**config.mk**
```make
export PLATFORM = sky130hd
export DESIGN_NAME = clk_en_sequencer
export DESIGN_NICKNAME = d
export VERILOG_FILES = /design/src/rtl/clk_en_sequencer.sv
export SDC_FILE = /design/constraint.sdc
export NUM_CORES = 1
export LEC_CHECK = 0
export CORE_AREA = 2 2 130 132
export DETAILED_ROUTE_END_ITERATION = 10
export DIE_AREA = 0 0 132 134
export PLACE_DENSITY = 0.74
export SYNTH_ARGS = -nofsm -noshare
export SYNTH_HDL_FRONTEND = slang
export SYNTH_SLANG_ARGS = --single-unit
```
**constraint.sdc**
```tcl
create_clock -name clk -period 8.4 [get_ports clk]
set_clock_uncertainty 0.1 [all_clocks]
set_input_delay 0.84 -clock clk [delete_from_list [all_inputs] [get_ports clk]]
set_output_delay 0.84 -clock clk [all_outputs]
set_load 0.02 [all_outputs]
```
**src/rtl/clk_en_sequencer.sv**
```systemverilog
// Clock-enable sequencer: lock-qualified reset release plus
// N_CH programmable clock-enable strobes from one fast clock.
module clk_en_sequencer #(
   parameter int N_CH        = 4,
   parameter int DIV_W       = 16,
   parameter int DIV_DEFAULT = 2,
   parameter int SYNC_STAGES = 2,
   parameter int SETTLE_CYC  = 4
) (
   input  logic                  clk,
   input  logic                  rst,
   input  logic                  pll_locked_i,
   input  logic [N_CH*DIV_W-1:0] div_i,
   input  logic                  div_load,
   output logic [N_CH-1:0]       en_o,
   output logic                  rst_out,
   output logic                  ready
);

   localparam int SW = $clog2(SETTLE_CYC + 1);
   localparam logic [SW-1:0] SETTLE_LAST = SW'(SETTLE_CYC - 1);
   localparam logic [DIV_W-1:0] DIV_RST = DIV_W'(DIV_DEFAULT);
   localparam logic [DIV_W-1:0] DIV_ONE = DIV_W'(1);

   typedef enum logic [1:0] {
      WAIT_LOCK,
      SETTLE,
      RUN
   } state_t;

   state_t                 state_q, state_d;
   logic [SW-1:0]          set_q, set_d;
   logic [SYNC_STAGES-1:0] sync_q;
   logic                   rst_out_q;
   logic                   ready_q;
   logic                   lock_s;
   logic                   run_now;
   logic                   run_next;

   assign lock_s   = sync_q[SYNC_STAGES-1];
   assign run_now  = (state_q == RUN);
   assign run_next = (state_d == RUN);
   assign rst_out  = rst_out_q;
   assign ready    = ready_q;

   // Bring the asynchronous lock indication into the clk domain.
   always_ff @(posedge clk or posedge rst) begin
      if (rst) begin
         sync_q <= '0;
      end else begin
         sync_q <= {sync_q[SYNC_STAGES-2:0], pll_locked_i};
      end
   end

   // Next-state decode: lock must stay high SETTLE_CYC cycles to run.
   always_comb begin
      state_d = state_q;
      set_d   = set_q;
      unique case (state_q)
         WAIT_LOCK: begin
            if (lock_s) begin
               state_d = SETTLE;
               set_d   = '0;
            end
         end
         SETTLE: begin
            if (!lock_s) begin
               state_d = WAIT_LOCK;
               set_d   = '0;
            end else if (set_q == SETTLE_LAST) begin
               state_d = RUN;
            end else begin
               set_d = set_q + SW'(1);
            end
         end
         RUN: begin
            if (!lock_s) begin
               state_d = WAIT_LOCK;
            end
         end
         default: begin
            state_d = WAIT_LOCK;
            set_d   = '0;
         end
      endcase
   end

   // State, settle counter and registered reset/ready outputs.
   always_ff @(posedge clk or posedge rst) begin
      if (rst) begin
         state_q   <= WAIT_LOCK;
         set_q     <= '0;
         rst_out_q <= 1'b1;
         ready_q   <= 1'b0;
      end else begin
         state_q   <= state_d;
         set_q     <= set_d;
         rst_out_q <= !run_next;
         ready_q   <= run_next;
      end
   end

   for (genvar c = 0; c < N_CH; c++) begin : g_ch
      logic [DIV_W-1:0] div_q;
      logic [DIV_W-1:0] cnt_q, cnt_d;
      logic             hit;

      assign hit = (div_q <= DIV_ONE) ||
                   (cnt_q == div_q - DIV_ONE);

      assign en_o[c] = run_now && hit;

      // Phase counter: held at zero outside RUN, cleared on load.
      always_comb begin
         cnt_d = cnt_q + DIV_ONE;
         if (div_load || !run_now || !run_next || hit) begin
            cnt_d = '0;
         end
      end

      // Divisor and phase registers for this channel.
      always_ff @(posedge clk or posedge rst) begin
         if (rst) begin
            div_q <= DIV_RST;
            cnt_q <= '0;
         end else begin
            if (div_load) begin
               div_q <= div_i[c*DIV_W +: DIV_W];
            end
            cnt_q <= cnt_d;
         end
      end
   end

endmodule
```
==> out/metrics.cfg <==
[pwr]
internal_power_mw = 1.255
p_per_area_nw_per_um2 = 178.8
p_sw_uw = 440.0
leakagePower_nw = 3.617
fin_total_pwr_mw = 1.695
pwr-share-clk_pct = 44.4
p_seq_share_pct = 44.1
swShare_pct = 25.95
ir_drop_mv = 0.1465
pwr-share-comb_pct = 11.5

[placed_design]
placement.io_buffers = 73
gp_congestion = 0.8998
dpl_cell_area_um2 = 8881
pre_cts_slack_ps = 3766
dp_hpwl_um = 11320

[sta]
hold_ws_ps = 248.9
finalHoldViolCount = 0
worst-slew-pin-transition_ps = 967.9
rsz0062_at_grt = false
timing.final.crit_share_pct = 61.52
max-slew-margin-rel_pct = 34.88
drv_slew = 0
setup_tns_ps = 0
min_period_ps = 5168
setup_ws_ps = 3232
final-setup-viol-count = 0
fmax_mhz = 193.5

[critical_path]
worstSetupPathType = reg2out
arrival_ps = 4230
slowest_stage = nor4_1
end_kind = output pin
cp_top_family = simple AND/OR/NAND/NOR gates
crit_end = en_o[0]
r2r-end = g_ch[0].cnt_q[11]$_DFF_PP0_
critPathRequiredTime_ps = 7460
reg2reg_depth = 7
regToRegStartpoint = g_ch[0].div_q[5]$_DFFE_PP0P_
rrSetupSlack_ps = 5060
critPathLaunchType = flop
crit_start = g_ch[0].div_q[5]$_DFFE_PP0P_
path_cells = nor4_1 -> nand3_1 -> xnor2_1 -> o2111ai_1 -> or4_1 -> o31ai_4 -> nor2b_1 -> clkdlybuf4s50_1
cp_max_fo = 17
crit_buf_inv = 1
critPathMaxStageDelay_ps = 860
path_depth = 8

[die]
dieWidth_um = 132
die_h_um = 134
dieArea_um2 = 17690
boundaryPins = 74
start_util_pct = 49.40
core_um2 = 16290
row_count = 47

[cts]
cts_tree = built
cts_made_buffers = 17
clock-sinks = 137
clk_latency_ps = 430
cts_setup_buffers = 0
post_cts_resized = 0
clk_pin_slew_worst_paths_ps = 60
cts_htree_levels = 4
clk_path_buf_depth = 2
cts-root-buf = clkbuf_16
cts_hold_buffers = 0

[routing]
vias = 6232
drc_errors = 0
totalWireLength_um = 17020
wl_met2_um = 8261
drt-initial-drc-count = 449
postRouteAntennaNets = 0
drtPass1Iterations = 5
wl_met1_um = 7811
viasPerCell = 5.650
wl_per_cell_um = 15.43
highest_layer = met4
wl_met3_um = 720

[yosys]
synth_cell_type_count = 69
synthArstFlopShare_pct = 100.0
synth_flop_cell = dfrtp_1
yosysWarnings = 0
synthCells = 818
synth_nets = 900
synth_seq_cells = 137
avgSynthCellArea_um2 = 9.837
synth_seq_area_share_pct = 42.68
syn_area_um2 = 8046
synth_edf_count = 0

[hold_path]
min_path_type = reg2reg

[grt]
grt_antenna_before_repair = 1
grt_pass1_wl_um = 29020
first_global_vias = 5951
grt_usage_pct = 20.16
grt_max_degree = 92
grt-ovfl-total = 0

[layout]
drive_gt1_share_pct = 12.57
fill_cells = 1425
fin_area_um2 = 9482
fin_nets = 952
antenna_cells = 0
syn_to_final_growth_pct = 17.84

[job]
max_cap_violations = 0

[outcome]
status = complete, no violations

[registers in the layout, indices dropped and copies added, names as in the netlist]
register	cells
set_q	3
state_q	2
g_ch.div_q	64
rst_out	1
sync_q	2
g_ch.cnt_q	64
ready	1
[worst min path at each step]
stage,from,end,slack [ps],depth (start not counted)
after floorplan,sync_q[0]$_DFF_PP0_,sync_q[1]$_DFF_PP0_,230,0
after global placement,sync_q[0]$_DFF_PP0_,sync_q[1]$_DFF_PP0_,230,0
after detailed placement,sync_q[0]$_DFF_PP0_,sync_q[1]$_DFF_PP0_,250,0
after CTS,sync_q[0]$_DFF_PP0_,sync_q[1]$_DFF_PP0_,260,0
after global routing,sync_q[0]$_DFF_PP0_,sync_q[1]$_DFF_PP0_,290,0
final,sync_q[0]$_DFF_PP0_,sync_q[1]$_DFF_PP0_,250,0
[layout make-up]
| type | instances | area, um^2 | area share, % |
|---|---|---|---|
| clock inverter | 13 | 147.6 | 1.557 |
| multi-input combinational | 621 | 4350 | 45.88 |
| timing repair buffer | 77 | 755.7 | 7.970 |
| clock buffer | 19 | 452.9 | 4.777 |
| tap | 220 | 275.3 | 2.903 |
| sequential | 137 | 3435 | 36.22 |
| inverter | 16 | 65.06 | 0.6862 |
[layer usage]
metal	vias to the layer above	global-route usage [%]
met4	0	6.099
met3	22	4.762
met5	-	0
met2	128	33.16
met1	3041	26.59
li1	3041	-
[power groups by stage]
stage / combinational [mW] / sequential, mW / clock, mW
6_report: 0.195 / 0.747 / 0.753
5_1_grt: 0.217 / 0.754 / 0.803
4_1_cts: 0.196 / 0.746 / 0.768
3_5_place_dp: 0.194 / 0.758 / 0
3_3_place_gp: 0.191 / 0.756 / 0
2_1_floorplan: 0.147 / 0.737 / 0
[metrics by stage]
step	utilization, %	cells
2_1_floorplan	-	818
3_3_place_gp	54.52	1071
3_5_place_dp	54.52	1071
4_1_cts	58.21	1103
5_1_grt	58.21	1103
6_report	58.21	1103
[cells in the final DEF, fill, tap and decap left out, types with 10 or more instances in the layout]
cell type | netlist | layout
a21oi_1 | 19 | 19
and3_1 | 15 | 15
clkbuf_16 | 0 | 17
clkdlybuf4s50_1 | 0 | 72
dfrtp_1 | 132 | 132
ha_1 | 14 | 14
inv_1 | 16 | 15
mux2_2 | 57 | 57
nand2_1 | 48 | 48
nand3_1 | 36 | 36
nand4_1 | 15 | 15
nor2_1 | 45 | 45
nor2b_1 | 10 | 10
nor3_1 | 89 | 89
nor4_1 | 19 | 19
o21ai_0 | 26 | 26
xnor2_1 | 68 | 68
xor2_1 | 58 | 58
[logic make-up (layout without fill, tap and decap cells)]
group / Yosys count / after routing / share of synthesized area, %
AO/OA/AOI/OAI: 91 / 91 / 7.822
XOR/XNOR: 126 / 126 / 13.71
adder cells (fa/ha/maj): 14 / 14 / 2.177
buffers and inverters: 60 / 125 / 3.250
flip-flops: 137 / 137 / 42.68
multiplexers: 63 / 63 / 8.879
AND/OR/NAND/NOR: 327 / 327 / 21.47
[worst register-to-register path, delay by kind of cell, from the launching register on]
family	cells	cell delay, ps
DFF	1	430
and+or+nand+nor	4	1670
xor gates and xnor gates	1	240
AOI/OAI and AO/OA	2	750
[cell usage after synthesis, drive strengths merged, types with 2 or more instances]
| library cell | number | share of area [%] |
|---|---|---|
| a2111oi | 2 | 0.22 |
| a211o | 2 | 0.22 |
| a21o | 3 | 0.28 |
| a21oi | 19 | 1.2 |
| a31oi | 6 | 0.47 |
| a32oi | 2 | 0.22 |
| and2 | 8 | 0.62 |
| and3 | 15 | 1.2 |
| and4 | 2 | 0.22 |
| buf | 11 | 0.96 |
| clkbuf | 33 | 1.5 |
| dfrtp | 132 | 41 |
| dfstp | 5 | 1.6 |
| ha | 14 | 2.2 |
| inv | 16 | 0.75 |
| mux2 | 57 | 8.0 |
| mux2i | 5 | 0.62 |
| nand2 | 48 | 2.2 |
| nand2b | 8 | 0.62 |
| nand3 | 36 | 2.2 |
| nand3b | 4 | 0.37 |
| nand4 | 15 | 1.2 |
| nor2 | 45 | 2.1 |
| nor2b | 10 | 0.78 |
| nor3 | 90 | 5.7 |
| nor3b | 6 | 0.62 |
| nor4 | 19 | 1.5 |
| nor4b | 2 | 0.22 |
| o2111ai | 2 | 0.22 |
| o211ai | 4 | 0.37 |
| o21ai | 27 | 1.7 |
| o21bai | 2 | 0.19 |
| o311a | 2 | 0.25 |
| o31ai | 7 | 1.1 |
| or3 | 3 | 0.23 |
| or4 | 9 | 0.93 |
| xnor2 | 68 | 7.4 |
| xor2 | 58 | 6.3 |
Note: power is estimated with default switching activity, not from simulation.
